===== src/rtl/riscv_pkg.sv =====
// Shared constants and types for the RISC-V front end.
package riscv_pkg;

    localparam int XLEN = 32;
    localparam logic [XLEN-1:0] RESET_PC_DEFAULT = 32'h0000_0000;
    localparam logic [XLEN-1:0] NOP = 32'h0000_0013;

    typedef logic [XLEN-1:0] instr_t;

endpackage


===== src/rtl/fetch_fifo.sv =====
// Instruction buffer: each entry holds {instr, pc}. The PC of every issued request is
// queued in a tag queue at fire time and paired with its data when the response is kept.
module fetch_fifo #(
    parameter int WIDTH = riscv_pkg::XLEN,
    parameter int DEPTH = 2
) (
    input  logic                      clk,
    input  logic                      rst_n,
    input  logic                      flush,
    input  logic                      tag_wr,
    input  logic [WIDTH-1:0]          tag_pc,
    input  logic                      push,
    input  logic [WIDTH-1:0]          push_data,
    input  logic                      pop,
    output logic [WIDTH-1:0]          head_data,
    output logic [WIDTH-1:0]          head_pc,
    output logic [$clog2(DEPTH):0]    count,
    output logic                      empty,
    output logic                      full
);

    localparam int AW = $clog2(DEPTH);
    localparam logic [AW:0] FULL_COUNT = (AW+1)'(DEPTH);

    logic [2*WIDTH-1:0] mem_r [DEPTH];
    logic [WIDTH-1:0]   tag_r [DEPTH];
    logic [AW-1:0]      wp_r;
    logic [AW-1:0]      rp_r;
    logic [AW-1:0]      tag_wp_r;
    logic [AW-1:0]      tag_rp_r;
    logic [AW:0]        count_r;
    logic               push_ok_s;
    logic               pop_ok_s;
    logic [2*WIDTH-1:0] head_s;

    assign empty     = (count_r == {(AW+1){1'b0}});
    assign full      = (count_r == FULL_COUNT);
    assign count     = count_r;
    assign head_data = head_s[2*WIDTH-1:WIDTH];
    assign head_pc   = head_s[WIDTH-1:0];

    // Qualify push/pop: flush wins, pops on an empty buffer are ignored (no bypass).
    always_comb begin
        pop_ok_s  = 1'b0;
        push_ok_s = 1'b0;
        if (pop && !empty && !flush) begin
            pop_ok_s = 1'b1;
        end else begin
            pop_ok_s = 1'b0;
        end
        if (push && !flush && (!full || pop_ok_s)) begin
            push_ok_s = 1'b1;
        end else begin
            push_ok_s = 1'b0;
        end
    end

    // Head entry, forced to zero while the buffer is empty.
    always_comb begin
        head_s = {(2*WIDTH){1'b0}};
        if (!empty) begin
            head_s = mem_r[rp_r];
        end else begin
            head_s = {(2*WIDTH){1'b0}};
        end
    end

    // Pointers and occupancy for both the data buffer and the tag queue.
    always_ff @(posedge clk or negedge rst_n) begin
        if (!rst_n) begin
            wp_r     <= {AW{1'b0}};
            rp_r     <= {AW{1'b0}};
            tag_wp_r <= {AW{1'b0}};
            tag_rp_r <= {AW{1'b0}};
            count_r  <= {(AW+1){1'b0}};
        end else if (flush) begin
            wp_r     <= {AW{1'b0}};
            rp_r     <= {AW{1'b0}};
            tag_wp_r <= {AW{1'b0}};
            tag_rp_r <= {AW{1'b0}};
            count_r  <= {(AW+1){1'b0}};
        end else begin
            if (push_ok_s) begin
                wp_r     <= wp_r + AW'(1);
                tag_rp_r <= tag_rp_r + AW'(1);
            end
            if (pop_ok_s) begin
                rp_r <= rp_r + AW'(1);
            end
            if (tag_wr) begin
                tag_wp_r <= tag_wp_r + AW'(1);
            end
            case ({push_ok_s, pop_ok_s})
                2'b10:   count_r <= count_r + (AW+1)'(1);
                2'b01:   count_r <= count_r - (AW+1)'(1);
                default: count_r <= count_r;
            endcase
        end
    end

    // Storage: tags captured at request fire, {data, tag} captured at kept response.
    always_ff @(posedge clk or negedge rst_n) begin
        if (!rst_n) begin
            for (int i = 0; i < DEPTH; i++) begin
                mem_r[i] <= {(2*WIDTH){1'b0}};
                tag_r[i] <= {WIDTH{1'b0}};
            end
        end else begin
            if (push_ok_s) begin
                mem_r[wp_r] <= {push_data, tag_r[tag_rp_r]};
            end
            if (tag_wr && !flush) begin
                tag_r[tag_wp_r] <= tag_pc;
            end
        end
    end

    fetch_fifo_chk u_chk (
        .clk    (clk),
        .rst_n  (rst_n),
        .flush  (flush),
        .push   (push),
        .pop_ok (pop_ok_s),
        .full   (full)
    );

endmodule


===== src/rtl/fetch_fifo_chk.sv =====
// Protocol checker for fetch_fifo: the fetch credit must keep pushes from hitting a full buffer.
module fetch_fifo_chk (
    input logic clk,
    input logic rst_n,
    input logic flush,
    input logic push,
    input logic pop_ok,
    input logic full
);

    // A push into a full buffer that is not being drained in the same cycle is lost data.
    assert property (@(posedge clk) disable iff (!rst_n) !(push && !flush && full && !pop_ok))
        else $error("fetch_fifo overflow");

endmodule


===== src/rtl/instr_fetch_unit.sv =====
// Instruction fetch front end: PC, credit-limited in-order requests, response
// discard after redirect, and the instruction buffer feeding decode.
module instr_fetch_unit #(
    parameter int                        XLEN     = riscv_pkg::XLEN,
    parameter logic [riscv_pkg::XLEN-1:0] RESET_PC = riscv_pkg::RESET_PC_DEFAULT,
    parameter int                        DEPTH    = 2
) (
    input  logic            clk,
    input  logic            rst_n,
    output logic            imem_req_valid,
    input  logic            imem_req_ready,
    output logic [XLEN-1:0] imem_addr,
    input  logic            imem_rsp_valid,
    input  logic [XLEN-1:0] imem_rsp_data,
    output logic            instr_valid,
    input  logic            instr_ready,
    output logic [XLEN-1:0] instr,
    output logic [XLEN-1:0] instr_pc,
    input  logic            redirect_valid,
    input  logic [XLEN-1:0] redirect_pc
);

    import riscv_pkg::*;

    localparam int CW = $clog2(DEPTH);
    localparam logic [CW+1:0] CREDIT_LIMIT = (CW+2)'(DEPTH);

    logic [XLEN-1:0] pc_r;
    logic [CW:0]     in_flight_r;
    logic [CW:0]     discard_r;
    logic [CW:0]     fifo_count_s;
    logic [CW+1:0]   occupancy_s;
    logic            fifo_empty_s;
    logic            fifo_full_s;
    logic            req_valid_s;
    logic            fire_s;
    logic            keep_s;
    logic            pop_s;
    logic [XLEN-1:0] pc_next_s;
    logic [CW:0]     in_flight_next_s;
    logic [CW:0]     discard_next_s;

    assign imem_req_valid = req_valid_s;
    assign imem_addr      = pc_r;
    assign instr_valid    = !fifo_empty_s;

    // Credit check: outstanding requests plus buffered words never exceed DEPTH.
    always_comb begin
        occupancy_s = {1'b0, in_flight_r} + {1'b0, fifo_count_s};
        req_valid_s = 1'b0;
        if (rst_n && !redirect_valid && !fifo_full_s && (occupancy_s < CREDIT_LIMIT)) begin
            req_valid_s = 1'b1;
        end else begin
            req_valid_s = 1'b0;
        end
        fire_s = req_valid_s && imem_req_ready;
        pop_s  = !fifo_empty_s && instr_ready;
    end

    // A response is kept only when no stale responses remain and no redirect is flushing.
    always_comb begin
        keep_s = 1'b0;
        if (imem_rsp_valid && !redirect_valid && (discard_r == {(CW+1){1'b0}})) begin
            keep_s = 1'b1;
        end else begin
            keep_s = 1'b0;
        end
    end

    // Next PC, outstanding count and discard count; redirect overrides everything else.
    always_comb begin
        pc_next_s        = pc_r;
        in_flight_next_s = in_flight_r;
        discard_next_s   = discard_r;

        if (redirect_valid) begin
            pc_next_s = {redirect_pc[XLEN-1:2], 2'b00};
        end else if (fire_s) begin
            pc_next_s = pc_r + XLEN'(4);
        end else begin
            pc_next_s = pc_r;
        end

        case ({fire_s, imem_rsp_valid})
            2'b10:   in_flight_next_s = in_flight_r + (CW+1)'(1);
            2'b01:   in_flight_next_s = in_flight_r - (CW+1)'(1);
            default: in_flight_next_s = in_flight_r;
        endcase

        if (redirect_valid) begin
            // Every response still owed after this cycle belongs to the old path.
            discard_next_s = in_flight_r - {{CW{1'b0}}, imem_rsp_valid};
        end else if (imem_rsp_valid && (discard_r != {(CW+1){1'b0}})) begin
            discard_next_s = discard_r - (CW+1)'(1);
        end else begin
            discard_next_s = discard_r;
        end
    end

    // Fetch state registers.
    always_ff @(posedge clk or negedge rst_n) begin
        if (!rst_n) begin
            pc_r        <= RESET_PC;
            in_flight_r <= {(CW+1){1'b0}};
            discard_r   <= {(CW+1){1'b0}};
        end else begin
            pc_r        <= pc_next_s;
            in_flight_r <= in_flight_next_s;
            discard_r   <= discard_next_s;
        end
    end

    fetch_fifo #(
        .WIDTH (XLEN),
        .DEPTH (DEPTH)
    ) u_fifo (
        .clk       (clk),
        .rst_n     (rst_n),
        .flush     (redirect_valid),
        .tag_wr    (fire_s),
        .tag_pc    (pc_r),
        .push      (keep_s),
        .push_data (imem_rsp_data),
        .pop       (pop_s),
        .head_data (instr),
        .head_pc   (instr_pc),
        .count     (fifo_count_s),
        .empty     (fifo_empty_s),
        .full      (fifo_full_s)
    );

endmodule

===== config.mk =====
export PLATFORM = sky130hd
export DESIGN_NAME = instr_fetch_unit
export DESIGN_NICKNAME = d
export VERILOG_FILES = /design/src/rtl/riscv_pkg.sv /design/src/rtl/fetch_fifo.sv /design/src/rtl/fetch_fifo_chk.sv /design/src/rtl/instr_fetch_unit.sv
export SDC_FILE = /design/constraint.sdc
export NUM_CORES = 1
export LEC_CHECK = 0
export CAP_MARGIN = 20
export CORE_MARGIN = 4
export CORE_UTILIZATION = 48
export CTS_CLUSTER_DIAMETER = 120
export CTS_CLUSTER_SIZE = 25
export DETAILED_ROUTE_END_ITERATION = 8
export GPL_TIMING_DRIVEN = 0
export PLACE_DENSITY = 0.74
export SYNTH_ARGS = -nofsm -noshare
export SYNTH_HDL_FRONTEND = slang
export SYNTH_SLANG_ARGS = --single-unit

===== constraint.sdc =====
create_clock -name clk -period 2.7 [get_ports clk]
set_input_delay 0.405 -clock clk [delete_from_list [all_inputs] [get_ports clk]]
set_output_delay 0.405 -clock clk [all_outputs]
set_load 0.005 [all_outputs]

* Yosys cells after proc, flatten, opt, wreduce, memory -nomap -nowiden *
Cells that the tools add are included.

word-level totals
  logic and storage cells = 100
  bits of input ports = 70
  register bits = 234

cells by class
  order comparisons = 7
  equal/unequal tests = 5
  bitwise gates (word level) = 4
  mux-type cells = 32
  add/sub/neg operators = 12
  reduce and logical (&&, ||, !) cells = 28

operators by type and width
  kind                     number
  $mux W64                 5
  $mux W32                 6
  $bwmux W128              1
  $bwmux W64               1
  $demux W64 S1            1
  $add A32 B3 Y32 const B  1
  $demux W32 S1            1
  $logic_and A1 B1 Y1      15
  $mux W1                  12
  $reduce_bool A2 Y1       6
  $ge A2 B2 Y1 const B     4
  $not A1 Y2               4
  $pmux W2 S2              2
  $eq A2 B2 Y1 const B     3
  $mux W2                  3
  $sub A2 B1 Y2 const B    3
  $add A1 B1 Y1 const B    4
  $add A2 B1 Y2 const B    2
  $eq A2 B1 Y1 const B     2
  $logic_not A2 Y1         2
  $lt A2 B1 Y1 const B     2
  $add A2 B2 Y3            1
  $logic_not A1 Y1         3
  $lt A3 B2 Y1 const B     1
  3 further kinds          3

* Longest topological paths before layout *
  word-level depth = 12
  gate-level depth with buffers = 10
  gate-level depth less buffers = 9

* By module *
From an unflattened synthesis, not the netlist that was laid out.

second synthesis, totals
  cell total of the unflattened synthesis = 874
  area, all modules = 11,113.2 µm²

modules (own cells, without submodules)
  module            area an instance (µm²)  sequential area each (µm²)  cells an instance  instances
  fetch_fifo        8,952.3                 4,954.8                     619                1
  instr_fetch_unit  2,160.8                 850.8                       255                1

* Least setup slack after synthesis *
Ideal clock, no wire load.

  path type = register to register
  start = reg in_flight_r[0]
  end = reg in_flight_r[1]
  period minus slack after synthesis = 2.460 ns
  arrival = 2.334 ns
  setup time = 0.126 ns
  path slack = 0.240 ns
  buffers on the path = 1
  stages on the path, launching flop included = 11
  path through = dfrtp_1 > and2_1 > fa_1 > nor4b_1 > and3_1 > inv_1 > clkbuf_1 > ha_1 > xnor2_1 > nor2_1 > xor2_1

on the way
  word-level cells in the longest chain between the ends = 7
  elaborated cells on any way between the ends = 11
  those cells by class = add/sub (3); order compare (1); eq/ne (2); mux (2); reduce/logical (3)

RTL lines
  element                                            RTL line                 RTL
  start: declaration                                 instr_fetch_unit.sv:29   logic [CW:0] in_flight_r;
  start signal: assignment                           instr_fetch_unit.sv:104  in_flight_r <= {(CW+1){1'b0}};
  start signal: assignment                           instr_fetch_unit.sv:108  in_flight_r <= in_flight_next_s;
  $add A2 B2 Y3                                      instr_fetch_unit.sv:49   occupancy_s = {1'b0, in_flight_r} + {1'b0, fifo_count_s};
  $lt A3 B2 Y1                                       instr_fetch_unit.sv:51   if (rst_n && !redirect_valid && !fifo_full_s && (occupancy_s < CREDIT_LIMIT)) begin
  $logic_and A1 B1 Y1                                instr_fetch_unit.sv:51
  $mux W1                                            instr_fetch_unit.sv:51
  $logic_and A1 B1 Y1                                instr_fetch_unit.sv:56   fire_s = req_valid_s && imem_req_ready;
  $eq A2 B1 Y1 or $eq A2 B2 Y1 (tied branches)       instr_fetch_unit.sv:84   case ({fire_s, imem_rsp_valid})
  $pmux W2 S2 or $reduce_bool A2 Y1 (tied branches)  -

Parallel ways exist; a longest one is shown, timed or not.
A chain may end at the register's enable or synchronous reset.

* Final worst setup path *
  start = reg u_fifo.rp_r
  end = out instr_pc[13]

on the way
  word-level cells in the longest chain between the ends = 5

RTL lines
  element                                      RTL line                RTL
  start: declaration                           fetch_fifo.sv:28        logic [AW-1:0] rp_r;
  start signal: assignment                     fetch_fifo.sv:72        rp_r <= {AW{1'b0}};
  start signal: assignment                     fetch_fifo.sv:78        rp_r <= {AW{1'b0}};
  start signal: assignment                     fetch_fifo.sv:88        rp_r <= rp_r + AW'(1);
  $not A1 Y2 (not written as such)             fetch_fifo.sv:62        head_s = mem_r[rp_r];
  $mux W64 (not written as such) (3 in a row)  fetch_fifo.sv:62
  $mux W64                                     fetch_fifo.sv:61        if (!empty) begin
  end: declaration                             instr_fetch_unit.sv:18  output logic [XLEN-1:0] instr_pc,

Every way passes these cells. The select of a mux whose other input is x is not followed.

==> impl_metrics.json <==
{
  "status": "finished, final reports clean",
  "postPlaceCellArea_um2": 12300,
  "fin_nets": 1173,
  "antenna_found_initial": 0,
  "path_max_fanout": 10,
  "arrival_ns": 2.18,
  "worst_slew_pin_slew_ns": 0.773,
  "cts-root-buf": "clkbuf_16",
  "synth_edf_count": 0,
  "final_common_cell": "dfrtp_1",
  "relSlewSlack_pct": 48.5,
  "r2r_end": "in_flight_r[1]",
  "crit_path_end": "instr_pc[13]",
  "synth_ff_type": "dfrtp_1",
  "fin_crit_sh_pct": 95.8,
  "routed_via_density": 5.43,
  "worst-path-buf-inv": 2,
  "async_flop_share_pct": 100,
  "antenna_cells": 0,
  "drv_slew": 0,
  "drive_gt1_share_pct": 16.8,
  "synth_warnings": 0,
  "totalPowerFinal_mw": 10.7,
  "cp-end-kind": "primary output",
  "area_growth_pct": 24.9,
  "final_cell_area_um2": 12800,
  "finalHoldViolCount": 0,
  "power.leakage_nw": 5.44,
  "syn_area_um2": 10300,
  "routedWlPerCell_um": 18.0,
  "dp_hpwl_um": 17500,
  "die_w_um": 154,
  "r2r_cells": 9,
  "whs_ns": 0.00143,
  "gp_congestion": 0.858,
  "cpMaxStageDelayCell": "clkdlybuf4s50_1",
  "drt_pass1_iterations": 6,
  "final_antenna_net_count": 0,
  "clk_latency_ns": 0.46,
  "io_buffers": 161,
  "grt_max_degree": 51,
  "startpoint_type": "flop",
  "cts_buffers": 12,
  "maxCapViolCount": 0,
  "r2r-start": "in_flight_r[0]",
  "initial_core_util_pct": 48.8,
  "path_depth": 4,
  "finClkSkew_ns": 0.0121,
  "power.density_nw_per_um2": 838,
  "post-route-util_pct": 60.9,
  "numClockSinks": 224,
  "rows": 53,
  "grt_pass1_vias": 7531,
  "first_iter_violations": 476,
  "grt_overflow_total": 0,
  "cp_top_family": "buffers and inverters",
  "worst_hold_path_type": "in2async",
  "die_area_um2": 23800,
  "path_clk_slew_ns": 0.10,
  "finalSetupViolations": 0,
  "h-tree-depth": 1,
  "rsz0062_at_grt": "no",
  "path_cells": "buf_2 -> mux2i_1 -> nor2_1 -> clkdlybuf4s50_1",
  "slowest_delay_ns": 0.56,
  "synth_area_per_cell_um2": 11.2,
  "syn_inst": 912,
  "critPathLaunch": "u_fifo.rp_r",
  "dr_total_vias": 7461,
  "ys_seq_elements": 224,
  "setup_ws_ns": 0.113,
  "route.detailed.drc": 0,
  "dp_slack_ns": -0.873,
  "ys_seq_area_share_pct": 54.7,
  "grtUsageTotal_pct": 20.7,
  "core_um2": 21000,
  "ys_types": 51,
  "die_h_um": 154,
  "vdd_drop_max_v": 0.000365,
  "clockBufferDepth": 3,
  "grt_first_pass_wirelength_um": 40200,
  "reg2reg_slack_ns": 0.15,
  "final_cell_mix": "dfrtp_1, clkdlybuf4s50_1, mux2_2",
  "wl_um": 24800,
  "period_needed_ns": 2.59,
  "critical_path_class": "reg2out",
  "clock.fmax_ghz": 0.387,
  "cts_tree": "built",
  "io_pins": 168,
  "critPathRequiredTime_ns": 2.30
}
## worst min-delay path by stage
stage	startpoint	to	slack, ns	cells after the start
floorplan	rst_n	discard_r[0]	0.11	0
global route	rst_n	u_fifo.tag_r[60]	0.01	3
finish	rst_n	u_fifo.tag_r[28]	0.001	3
CTS	rst_n	u_fifo.tag_r[60]	0.002	3
detailed placement	rst_n	u_fifo.tag_r[60]	0.34	1
global placement	u_fifo.tag_r[45]	u_fifo.tag_r[45]	0.46	2
## cells by family (layout without fill, tap and decap cells)
logic type	Yosys count	count (layout)	synth area share [%]
adders and majority gates	5	5	0.683
other	1	4	0.0366
DFF	224	224	54.7
AOI/OAI and AO/OA	129	129	7.38
xor gates and xnor gates	20	20	1.71
and+or+nand+nor	252	252	10.8
muxes	207	207	21.6
buffers and inverters	74	257	3.12
## worst register-to-register path: cells and delay by family (launching register included)
family	cells	cell delay (ns)
AND/OR/NAND/NOR	4	0.86
adder cells (fa/ha/maj)	2	0.77
XOR/XNOR	1	0.16
buffers and inverters	2	0.32
flip-flops	1	0.39
## registers in the layout (all words and copies together) (netlist names)
name / flops
u_fifo.rp_r: 1
imem_addr: 30
u_fifo.wp_r: 1
u_fifo.tag_rp_r: 1
u_fifo.tag_r: 60
u_fifo.tag_wp_r: 1
u_fifo.mem_r: 124
u_fifo.count: 2
discard_r: 2
in_flight_r: 2
## layout make-up
type | instances | area, um^2
plain buffers | 60 | 293
clock buffers | 14 | 329
fillers | 1740 | 8210
inverters | 13 | 48.8
multi-input cells | 617 | 4360
flip-flops and latches | 224 | 5610
well taps | 275 | 344
repair buffers | 170 | 1830
## synthesized netlist by cell type (all sizes together) (2+ instances only)
cell type | count | share of area, %
o311ai | 5 | 0.43
a211oi | 3 | 0.22
ha | 4 | 0.49
clkbuf | 31 | 1.1
a32oi | 2 | 0.17
o221ai | 4 | 0.34
buf | 30 | 1.5
o21ai | 61 | 3.0
a21oi | 34 | 1.7
and3 | 4 | 0.24
mux2i | 93 | 9.1
nor2b | 2 | 0.12
inv | 12 | 0.44
nor4 | 3 | 0.39
nor2 | 109 | 4.0
nand3 | 12 | 0.59
nand2b | 3 | 0.18
mux2 | 114 | 13
a221o | 3 | 0.29
nor3 | 7 | 0.34
nand4 | 14 | 1.0
dfrtp | 224 | 55
and2 | 5 | 0.31
a31oi | 5 | 0.31
xor2 | 12 | 1.0
nand2 | 88 | 3.2
xnor2 | 8 | 0.68
o211ai | 5 | 0.37
## routing by layer
layer	routed length (um)	up-vias	part of all wire, %	track usage, %
met5	0	-	0	0
met4	283	0	1.1	3.41
li1	-	3534	-	-
met2	11700	245	47	33.9
met3	1400	19	5.6	3.18
met1	11400	3663	46	30.1
## per-stage QoR
| stage | cells | setup TNS [ns] |
|---|---|---|
| after floorplan | 915 | 0 |
| after global placement | 1351 | -2535.46 |
| after detailed placement | 1353 | -70.09 |
| after CTS | 1373 | 0 |
| after global routing | 1373 | 0 |
| final | 1373 | 0 |
## what timing repair did
| action | CTS | global route |
|---|---|---|
| pin swaps | 0 | 2 |
| setup buffers | 2 | 0 |
| hold buffers | 3 | 0 |
| gates cloned | 2 | 0 |
| resized for setup | 20 | 12 |
| endpoints found under the hold margin | 50 | 0 |
| endpoints found under the setup margin | 130 | 35 |
## power by group
part	internal [mW]	switching, mW
logic	1.84	1.54
clock network	0.870	1.02
registers	4.70	0.758
total	7.41	3.32
Power figures use the tool's default switching activity.
==> RTL change: new RTL, same settings <==
Reset style: synchronous (`rst_n`), changed in 3 clocked blocks.
--- a/src/rtl/fetch_fifo.sv
+++ b/src/rtl/fetch_fifo.sv
@@ -68,3 +68,3 @@
     // Pointers and occupancy for both the data buffer and the tag queue.
-    always_ff @(posedge clk or negedge rst_n) begin
+    always_ff @(posedge clk) begin
         if (!rst_n) begin
@@ -101,3 +101,3 @@
     // Storage: tags captured at request fire, {data, tag} captured at kept response.
-    always_ff @(posedge clk or negedge rst_n) begin
+    always_ff @(posedge clk) begin
         if (!rst_n) begin
--- a/src/rtl/instr_fetch_unit.sv
+++ b/src/rtl/instr_fetch_unit.sv
@@ -100,3 +100,3 @@
     // Fetch state registers.
-    always_ff @(posedge clk or negedge rst_n) begin
+    always_ff @(posedge clk) begin
         if (!rst_n) begin
Check against the original RTL: differs if rst_n is asserted again (counterexample within 4 cycles, from zero or initial values and one cycle with rst_n low); with rst_n held inactive, the same outputs for 4 cycles.
==> RTL change against the original RTL <==
  * The run now ends with setup timing left
  * Synthesized area up 0.13%
  * Sequential cell count up 2
  * Maximum frequency down 4.3%
  * Worst setup slack worse by 0.12 ns
  * Cell area up 1.9%
  * Highest routed layer unchanged
  * Routed wire length up 0.23%
  * Non-clock buffer count up 6
Power is not compared: it rests on default switching activity, and its combinational part moved more than twofold at a synthesized area within 25%.
==> RTL change: results (changes against the original RTL) <==
metric	value	unit	change
outcome	complete, but fails checks		
largest cells by area after synthesis	edfxtp_1 54%, mux2i_1 9.0%, dfxtp_1 8.2%, nor2_1 5.5%, and3_1 4.1%		
H-tree depth	1		unchanged
clock latency on the worst-skew pair	0.49	ns	+0.03 ns
Largest register FFs	124		unchanged
CTS Buffer Depth	3		unchanged
Netlist cell types	55		+7.8%
Post-synth ARST share	0		-1.00
GRT Util Overall	0.202		-0.00565
highest cell delay on the worst timing path	0.55	ns	
Pre-antenna DRT Iters	7		+1
pin count of the biggest net entering global routing	30		-41%
# setup viols final	1		+1
clock root cell	clkbuf_16		
initial antenna violation count	0		unchanged
crit path max fanout	9		-1
layout cells sized above 1	0.0788		-0.0897
Syn. warnings	0		unchanged
pre-CTS setup slack	-0.789	ns	+0.0843 ns
diode count	0		unchanged
Final WS setup	-0.00191	ns	-0.115 ns
detailed placer's ending HPWL	17500	um	+0.10%
Fillers	1658		-4.7%
global-route wire length before repair	38700	um	-3.7%
final setup skew	0.0350	ns	+0.0229 ns
via count	7286		-2.3%
worst endpoint data arrival time	3.12	ns	+0.94 ns
post-synthesis sequential area ratio	0.620		+0.0734
vias in the first global route	7185		-4.6%
DR iter-0 viols	440		-7.6%
count of input and output buffers	161		unchanged
Top Family by Delay on Critical Path	simple AND/OR/NAND/NOR gates		
CTS clock-pin slew for the worst setup and hold paths	0.11	ns	
Peak supply drop	0.408	mV	
GPL Wtd Cong	0.922		+7.4%
TritonCTS buffer count	13		+1
Resized cells post-CTS	24		+20%
Placed Area	12400	um^2	+1.2%
worst min path class	input pin to register		
Largest Register	u_fifo.mem_r		
Post CTS Setup Buffer Count	9		+7
routed wire length	24800	um	+0.23%
nets	1148		-2.1%
commonest cells in the netlist	184 x edfxtp_1, 151 x nor2_1, 92 x mux2i_1, 68 x and3_1, 66 x and2_1		
Slowest-stage cell, CP	or4_4		
Max-slew headroom	0.325		-0.159
number of flops mapped to enable cells by yosys	184		+184
LEAKAGE	4.66	nW	
failing checks	setup timing		
RTL change: cell count changes in the layout (fill, tap and decap cells not counted), sizes merged, moves of 42 or more:
cell and change:
and3 +64, nand2 -46, dfrtp -224, dfxtp +42, mux2 -110, edfxtp +184, o21ai -43, nor2 +42
and2 +61
RTL change: power by group:
group,switching [mW],internal (mW)
Sequential,0.107,3.95
Combinational,0.395,0.361
Clock,1.11,0.938
RTL change: logic make-up after synthesis:
| family | count (synthesis) | share of synthesized area |
|---|---|---|
| buf+inv | 73 | 0.0286 |
| compound gates | 78 | 0.0495 |
| xor+xnor | 13 | 0.0111 |
| fa+ha+maj | 6 | 0.00804 |
| other cells | 1 | 0.000365 |
| simple gates | 383 | 0.188 |
| flops | 226 | 0.620 |
| mux | 96 | 0.0941 |
RTL change: final cells by class:
type,count,share of cell area
buffer,60,0.0225
clock buffer,20,0.0269
clock inverter,2,0.00297
inverter,11,0.00355
multi-input combinational,584,0.292
sequential,226,0.488
tap,275,0.0264
timing repair buffer,176,0.137
RTL change: per-stage QoR:
| stage | hold slack [ns] | utilization | std cells | TNS, ns | total power [mW] |
|---|---|---|---|---|---|
| floorplan | 0.472 | - | 879 | -64.55 | 4.47 |
| global placement | 0.489 | 0.586 | 1315 | -318.29 | 4.82 |
| detailed placement | 0.490 | 0.591 | 1319 | -168.83 | 4.85 |
| CTS | 0.442 | 0.617 | 1351 | -0.00391 | 6.88 |
| global route | 0.468 | 0.621 | 1354 | -0.286 | 7.09 |
| finish | 0.451 | 0.621 | 1354 | -0.00191 | 6.87 |
RTL change: final timing paths:
check             slack (ns)                          from  cells after the start                           end
setup / recovery      -0.002  u_fifo.count[0]$_SDFFE_PP0P_                      9    imem_addr[13]$_SDFFE_PN0P_
hold / removal          0.45                redirect_pc[8]                      3     imem_addr[8]$_SDFFE_PN0P_
setup reg to reg      -0.002  u_fifo.count[0]$_SDFFE_PP0P_                      9    imem_addr[13]$_SDFFE_PN0P_
hold reg to reg         0.52  u_fifo.tag_rp_r$_SDFFE_PP0P_                      2  u_fifo.tag_rp_r$_SDFFE_PP0P_
RTL change: layer usage:
| layer | up-vias | track usage | share of wire |
|---|---|---|---|
| li1 | 3556 | - | - |
| met1 | 3443 | 0.272 | 0.43 |
| met2 | 255 | 0.350 | 0.49 |
| met3 | 32 | 0.0274 | 0.061 |
| met4 | 0 | 0.0442 | 0.017 |
| met5 | - | 0 | 0 |
RTL change: worst min-delay path, delay by kind of cell:
kind	cells	cell delay, ns
AND/OR/NAND/NOR	1	0.06
AO/OA/AOI/OAI	1	0.05
buffers and inverters	1	0.39
